File: src/rtl/mem_pkg.sv
// Shared definitions for the memory-access pipeline stage: the MemSize
// encodings, the bus-handshake FSM states and the default bus timeout.
package mem_pkg;

    localparam logic [1:0] MS_BYTE = 2'b00;
    localparam logic [1:0] MS_HALF = 2'b01;
    localparam logic [1:0] MS_WORD = 2'b10;

    localparam int DEFAULT_TIMEOUT = 15;

    typedef enum logic [1:0] {
        ST_IDLE,
        ST_REQ,
        ST_DONE
    } state_t;

endpackage

File: src/rtl/mem_load_align.sv
// Load-data alignment: picks the byte or halfword lane addressed by the low
// address bits and sign- or zero-extends it to the full register width.
module mem_load_align
    import mem_pkg::*;
#(
    parameter int size = 32
) (
    input  logic [size-1:0] rdata,
    input  logic [1:0]      addr_lo,
    input  logic [1:0]      mem_size,
    input  logic            is_unsigned,
    output logic [size-1:0] data
);

    logic [7:0]  byte_val;
    logic [15:0] half_val;

    // Lane select followed by extension according to the access size
    always_comb begin
        byte_val = rdata[{addr_lo, 3'b000} +: 8];
        half_val = addr_lo[1] ? rdata[31:16] : rdata[15:0];
        case (mem_size)
            MS_BYTE: data = {{(size-8){byte_val[7] & ~is_unsigned}}, byte_val};
            MS_HALF: data = {{(size-16){half_val[15] & ~is_unsigned}}, half_val};
            default: data = rdata;
        endcase
    end

endmodule

File: src/rtl/mem_access.sv
// Memory-access stage: issues loads/stores on the data-RAM request/ack bus,
// stalls the front of the pipeline while the bus is busy, aligns load data and
// flags a bus error when no ack arrives within TIMEOUT request cycles.
// Optional feature: define ALIGN_CHECK_EN to reject misaligned half/word
// accesses with a one-cycle misalign_MEM pulse instead of issuing them.
module mem_access
    import mem_pkg::*;
#(
    parameter int size    = 32,
    parameter int TIMEOUT = DEFAULT_TIMEOUT
) (
    input  logic            CLK,
    input  logic            RESET_N,
    input  logic [size-1:0] alu_resultado_EXM,
    input  logic [size-1:0] dato_escritura_EXM,
    input  logic [4:0]      wrin_EXM,
    input  logic            RegWrite_EXM,
    input  logic            MemtoReg_EXM,
    input  logic            MemRead_EXM,
    input  logic            MemWrite_EXM,
    input  logic [1:0]      MemSize_EXM,
    input  logic            MemUnsigned_EXM,
    output logic [size-1:0] salida_ram_MEM,
    output logic [size-1:0] alu_resultado_MEM,
    output logic [4:0]      wrin_MEM,
    output logic            RegWrite_MEM,
    output logic            MemtoReg_MEM,
    output logic            stall_MEM,
    output logic            bus_error_MEM,
    output logic            misalign_MEM,
    output logic            mem_req,
    output logic            mem_we,
    output logic [size-1:0] mem_addr,
    output logic [3:0]      mem_be,
    output logic [size-1:0] mem_wdata,
    input  logic [size-1:0] mem_rdata,
    input  logic            mem_ack
);

    localparam int CW = $clog2(TIMEOUT + 1);

    state_t          state, next_state;
    logic [CW-1:0]   cnt;
    logic            err_q;
    logic [size-1:0] load_q;
    logic [size-1:0] aligned;

    logic            memop, is_load, is_store, misaligned, go;
    logic            active, ack_take, timeout_hit, bus_err, misalign;
    logic [3:0]      store_be;
    logic [size-1:0] store_wdata;

    // A request with both read and write set is treated as a load
    assign memop    = MemRead_EXM | MemWrite_EXM;
    assign is_load  = MemRead_EXM;
    assign is_store = MemWrite_EXM & ~MemRead_EXM;

`ifdef ALIGN_CHECK_EN
    assign misaligned = ((MemSize_EXM == MS_HALF) && alu_resultado_EXM[0]) ||
                        ((MemSize_EXM != MS_BYTE) && (MemSize_EXM != MS_HALF) &&
                         (alu_resultado_EXM[1:0] != 2'b00));
`else
    assign misaligned = 1'b0;
`endif

    assign go = memop & ~misaligned;

    mem_load_align #(.size(size)) u_align (
        .rdata       (mem_rdata),
        .addr_lo     (alu_resultado_EXM[1:0]),
        .mem_size    (MemSize_EXM),
        .is_unsigned (MemUnsigned_EXM),
        .data        (aligned)
    );

    // Store byte enables and lane-replicated write data
    always_comb begin
        store_be    = 4'b1111;
        store_wdata = dato_escritura_EXM;
        case (MemSize_EXM)
            MS_BYTE: begin
                store_be    = 4'b0001 << alu_resultado_EXM[1:0];
                store_wdata = {(size/8){dato_escritura_EXM[7:0]}};
            end
            MS_HALF: begin
                store_be    = 4'b0011 << {alu_resultado_EXM[1], 1'b0};
                store_wdata = {(size/16){dato_escritura_EXM[15:0]}};
            end
            default: ;
        endcase
    end

    // Handshake FSM: next state plus the stage outputs that depend on it
    always_comb begin
        next_state     = state;
        active         = 1'b0;
        ack_take       = 1'b0;
        timeout_hit    = 1'b0;
        bus_err        = 1'b0;
        misalign       = 1'b0;
        salida_ram_MEM = '0;
        RegWrite_MEM   = RegWrite_EXM;
        MemtoReg_MEM   = MemtoReg_EXM;
        case (state)
            ST_IDLE: begin
                if (go) begin
                    active = 1'b1;
                    if (mem_ack) begin
                        ack_take   = 1'b1;
                        next_state = ST_DONE;
                    end else begin
                        next_state = ST_REQ;
                    end
                end else if (memop) begin
                    misalign     = 1'b1;
                    RegWrite_MEM = 1'b0;
                end
            end
            ST_REQ: begin
                active = 1'b1;
                if (mem_ack) begin
                    ack_take   = 1'b1;
                    next_state = ST_DONE;
                end else if (cnt == CW'(TIMEOUT - 1)) begin
                    timeout_hit = 1'b1;
                    next_state  = ST_DONE;
                end
            end
            ST_DONE: begin
                next_state     = ST_IDLE;
                bus_err        = err_q;
                salida_ram_MEM = err_q ? '0 : load_q;
                RegWrite_MEM   = RegWrite_EXM & ~err_q;
            end
            default: next_state = ST_IDLE;
        endcase
        if (active) begin
            RegWrite_MEM = 1'b0;
            MemtoReg_MEM = 1'b0;
        end
    end

    assign mem_req           = active & RESET_N;
    assign stall_MEM         = active & RESET_N;
    assign mem_we            = mem_req & is_store;
    assign mem_be            = is_store ? store_be : 4'b1111;
    assign mem_wdata         = store_wdata;
    assign mem_addr          = {alu_resultado_EXM[size-1:2], 2'b00};
    assign bus_error_MEM     = bus_err & RESET_N;
    assign misalign_MEM      = misalign & RESET_N;
    assign alu_resultado_MEM = alu_resultado_EXM;
    assign wrin_MEM          = wrin_EXM;

    // State, timeout counter, error flag and captured load data
    always_ff @(posedge CLK or negedge RESET_N) begin
        if (!RESET_N) begin
            state  <= ST_IDLE;
            cnt    <= '0;
            err_q  <= 1'b0;
            load_q <= '0;
        end else begin
            state <= next_state;
            err_q <= timeout_hit;
            if (state == ST_REQ && next_state == ST_REQ)
                cnt <= cnt + 1'b1;
            else
                cnt <= '0;
            if (ack_take)
                load_q <= is_load ? aligned : '0;
        end
    end

endmodule

File: config.mk
export PLATFORM = sky130hd
export DESIGN_NAME = mem_access
export DESIGN_NICKNAME = d
export VERILOG_FILES = /design/src/rtl/mem_pkg.sv /design/src/rtl/mem_load_align.sv /design/src/rtl/mem_access.sv
export SDC_FILE = /design/constraint.sdc
export NUM_CORES = 1
export LEC_CHECK = 0
export ABC_AREA = 1
export CORE_AREA = 2 2 98 100
export CTS_BUF_LIST = sky130_fd_sc_hd__clkbuf_4 sky130_fd_sc_hd__clkbuf_8 sky130_fd_sc_hd__clkbuf_16
export DETAILED_ROUTE_END_ITERATION = 8
export DIE_AREA = 0 0 100 102
export HOLD_SLACK_MARGIN = 0.12
export PLACE_DENSITY = 0.88
export SYNTH_ARGS = -nofsm -noshare
export SYNTH_HDL_FRONTEND = slang
export SYNTH_SLANG_ARGS = --single-unit
File: constraint.sdc
create_clock -name CLK -period 3.6 [get_ports CLK]
set_input_delay 0.36 -clock CLK [delete_from_list [all_inputs] [get_ports CLK]]
set_output_delay 0.36 -clock CLK [all_outputs]
set_load 0.01 [all_outputs]
==> results.py <==
metrics = {
    "job": {
        "drv_cap": 0,
    },
    "setup_path": {
        "critPathLaunchType": "register",
        "r2r_slack_ns": 1.96,
        "critPathArrivalTime_ns": 2.47,
        "crit_path_top_delay_cell": "clkdlybuf4s50_1",
        "path_delay_family": "buffers and inverters",
        "crit_type": "reg2out",
        "path_cells": "inv_1, nor2_1, clkinv_1, nor3_1, clkdlybuf4s50_1",
        "max_stage_delay_ns": 0.59,
        "required_ns": 3.24,
        "critical_path.max_fanout": 28,
        "end_kind": "primary output",
        "worst-path-buf-inv": 3,
    },
    "power": {
        "irDropWorstVdd_mv": 0.1206,
        "power_density_nw_per_um2": 294.1,
        "p_leak_nw": 2.147,
    },
    "sta": {
        "tns_ns": 0,
        "fin_crit_sh": 0.7871,
        "setup_viol": 0,
        "slew_headroom": 0.4406,
        "worst_slew_pin_slew_ns": 0.8381,
        "rsz0062_at_grt": "no",
        "max_clock_freq_ghz": 0.3529,
        "period_needed_ns": 2.834,
        "skew_ns": 0.003327,
        "drv_slew": 0,
        "hold_violations": 0,
        "worst_slack_ns": 0.7663,
    },
    "clocking": {
        "clockBufferDepth": 2,
        "postCtsSetupRepairBufs": 0,
        "clk-insertion-delay-late_ns": 0.29,
        "cts_root_buf": "clkbuf_8",
        "htreeDepth": 2,
        "cts_resized": 0,
        "cts_made_buffers": 5,
        "cts_tree": "done",
        "clkTransAtPathRegs_ns": 0.08,
        "hold_buffers": 0,
        "cts.sinks": 39,
    },
    "synthesis": {
        "ys.flop_type": "dfrtp_1",
        "synthMuxAreaShare": 0,
        "synthDominantCellAreaShare": 0.2849,
        "seq_area_frac_synth": 0.2849,
        "synth-warning-count": 0,
        "synth_compound_area_frac": 0.04821,
        "ys_ff_latch": 39,
        "async_flop_share": 1.000,
        "synth_most_common_cell": "nand2_1",
        "synthXorXnorAreaFrac": 0.005113,
        "synth_fa_ha_area_frac": 0.007305,
        "synth_top_family_by_area": "simple AND/OR/NAND/NOR gates",
        "synth-edff-count": 0,
        "synthCells": 547,
        "synth-simple-area-share": 0.4204,
        "syn_area_per_cell_um2": 6.263,
        "yosysTopAreaCell": "dfrtp_1",
        "synth_area_leaders": "dfrtp_1, nand2_1, buf_4",
        "syn_area_um2": 3426,
        "synth_common_cells": "nand2_1, nor2_1, buf_4",
        "synth.distinct_cells": 30,
    },
    "route": {
        "num_vias": 3592,
        "initialDrtViolationCount": 172,
        "first_pass_iters": 5,
        "drc": 0,
        "ant_nets": 0,
        "wl_per_cell_um": 15.01,
        "routed_via_density": 4.954,
        "wl_um": 10880,
    },
    "cells_and_area": {
        "finalNetCount": 727,
        "layout-drive-gt1-share": 0.04886,
        "diodes": 0,
        "area.growth.synth_to_final_pct": 31.45,
        "nFillCells": 895,
    },
    "grt": {
        "grt_overflow": 0,
        "antenna_found_initial": 0,
        "grt_max_degree": 40,
        "grt_usage": 0.2108,
        "grt_pass1_wl_um": 16910,
        "grt_pass1_vias": 3605,
    },
    "die": {
        "die_area_um2": 10200,
        "chipWidth_um": 100,
        "core_um2": 9109,
        "initial_utilization": 0.3761,
        "ios": 255,
        "placementRows": 35,
        "die_h_um": 102,
    },
    "place": {
        "numPortBuffers": 151,
        "routabilityCongestion": 0.9222,
        "dpl_worst_slack_ns": 1.025,
        "place_hpwl_um": 8746,
    },
    "status": {
        "status": "complete, no violations",
    },
    "worst_hold_path": {
        "hp-class": "in2async",
    },
}
-- final cells by class --
cell class / count / area (um2) / share of cell area
clock buffer: 6 / 82.58 / 0.01834
clock inverter: 1 / 5.005 / 0.001111
inverter: 26 / 97.59 / 0.02167
multi-input combinational: 386 / 1659 / 0.3684
sequential: 39 / 975.9 / 0.2167
tap: 111 / 138.9 / 0.03084
timing repair buffer: 156 / 1544 / 0.3429
-- worst register-to-register path, stage by stage (launching register included) --
cell and delay, ns:
dfrtp_1 0.38, inv_1 0.10, a21oi_4 0.21, nand2_2 0.33, nor2_4 0.34, nand2_1 0.11, o21ai_0 0.08
-- stage by stage --
step | total power [mW] | hold slack [ns] | area, um2 | cells | util
2_1_floorplan | 0.8531 | 0.06441 | 3433 | 549 | -
4_1_cts | 1.329 | 0.1547 | 4503 | 725 | 0.4944
3_5_place_dp | 1.031 | 0.4660 | 4415 | 718 | 0.4848
5_1_grt | 1.402 | 0.1743 | 4503 | 725 | 0.4944
3_3_place_gp | 1.015 | 0.4507 | 4415 | 718 | 0.4848
6_report | 1.324 | 0.1360 | 4503 | 725 | 0.4944
-- state kept, by name (all words and copies together), names as in the netlist --
| signal | flops |
|---|---|
| state | 2 |
| cnt | 4 |
| err_q | 1 |
| load_q | 32 |
-- metal layers --
layer,global-route usage,vias up,part of all wire
met1,0.2305,1615,0.39
met3,0.06361,36,0.096
met2,0.3753,216,0.48
met4,0.1012,0,0.037
li1,-,1725,-
met5,0,-,0
-- cells by family after synthesis --
logic type / count (synthesis)
other: 1
AOI/OAI and AO/OA: 28
buffers and inverters: 124
xor gates and xnor gates: 2
adders and majority gates: 2
DFF: 39
and+or+nand+nor: 351
-- cells in the final DEF (no fill, tap or decap) --
| cell | instances |
|---|---|
| a21oi_4 | 1 |
| and3_1 | 1 |
| buf_2 | 1 |
| buf_4 | 5 |
| clkbuf_8 | 6 |
| clkdlybuf4s50_1 | 150 |
| clkinv_1 | 1 |
| clkinv_2 | 1 |
| conb_1 | 3 |
| dfrtp_1 | 39 |
| ha_1 | 2 |
| inv_1 | 23 |
| inv_2 | 2 |
| nand2_1 | 203 |
| nand2_2 | 4 |
| nand2_4 | 1 |
| nand3_1 | 26 |
| nand3_2 | 1 |
| nand3_4 | 2 |
| nand4_1 | 2 |
| nor2_1 | 103 |
| nor2_4 | 3 |
| nor3_1 | 3 |
| o21ai_0 | 16 |
| o21ai_1 | 4 |
| o21ai_2 | 1 |
| o22ai_1 | 5 |
| o41ai_1 | 1 |
| or2_2 | 2 |
| xnor2_1 | 1 |
| xor2_1 | 1 |
-- report_power, final --
group | internal [mW] | switching, mW
clock network | 0.150 | 0.150
logic | 0.241 | 0.256
registers | 0.495 | 0.0318
total | 0.887 | 0.438
-- final timing paths --
path,from,end,cells after the start
hold / removal,RESET_N,load_q[4],2
setup / recovery,state[1],bus_error_MEM,5
setup reg to reg,state[0],load_q[7],6
hold reg to reg,load_q[10],load_q[10],2
min in group CLK,load_q[10],load_q[10],2
max in group asynchronous,RESET_N,load_q[24],2
Power figures use the tool's default switching activity.
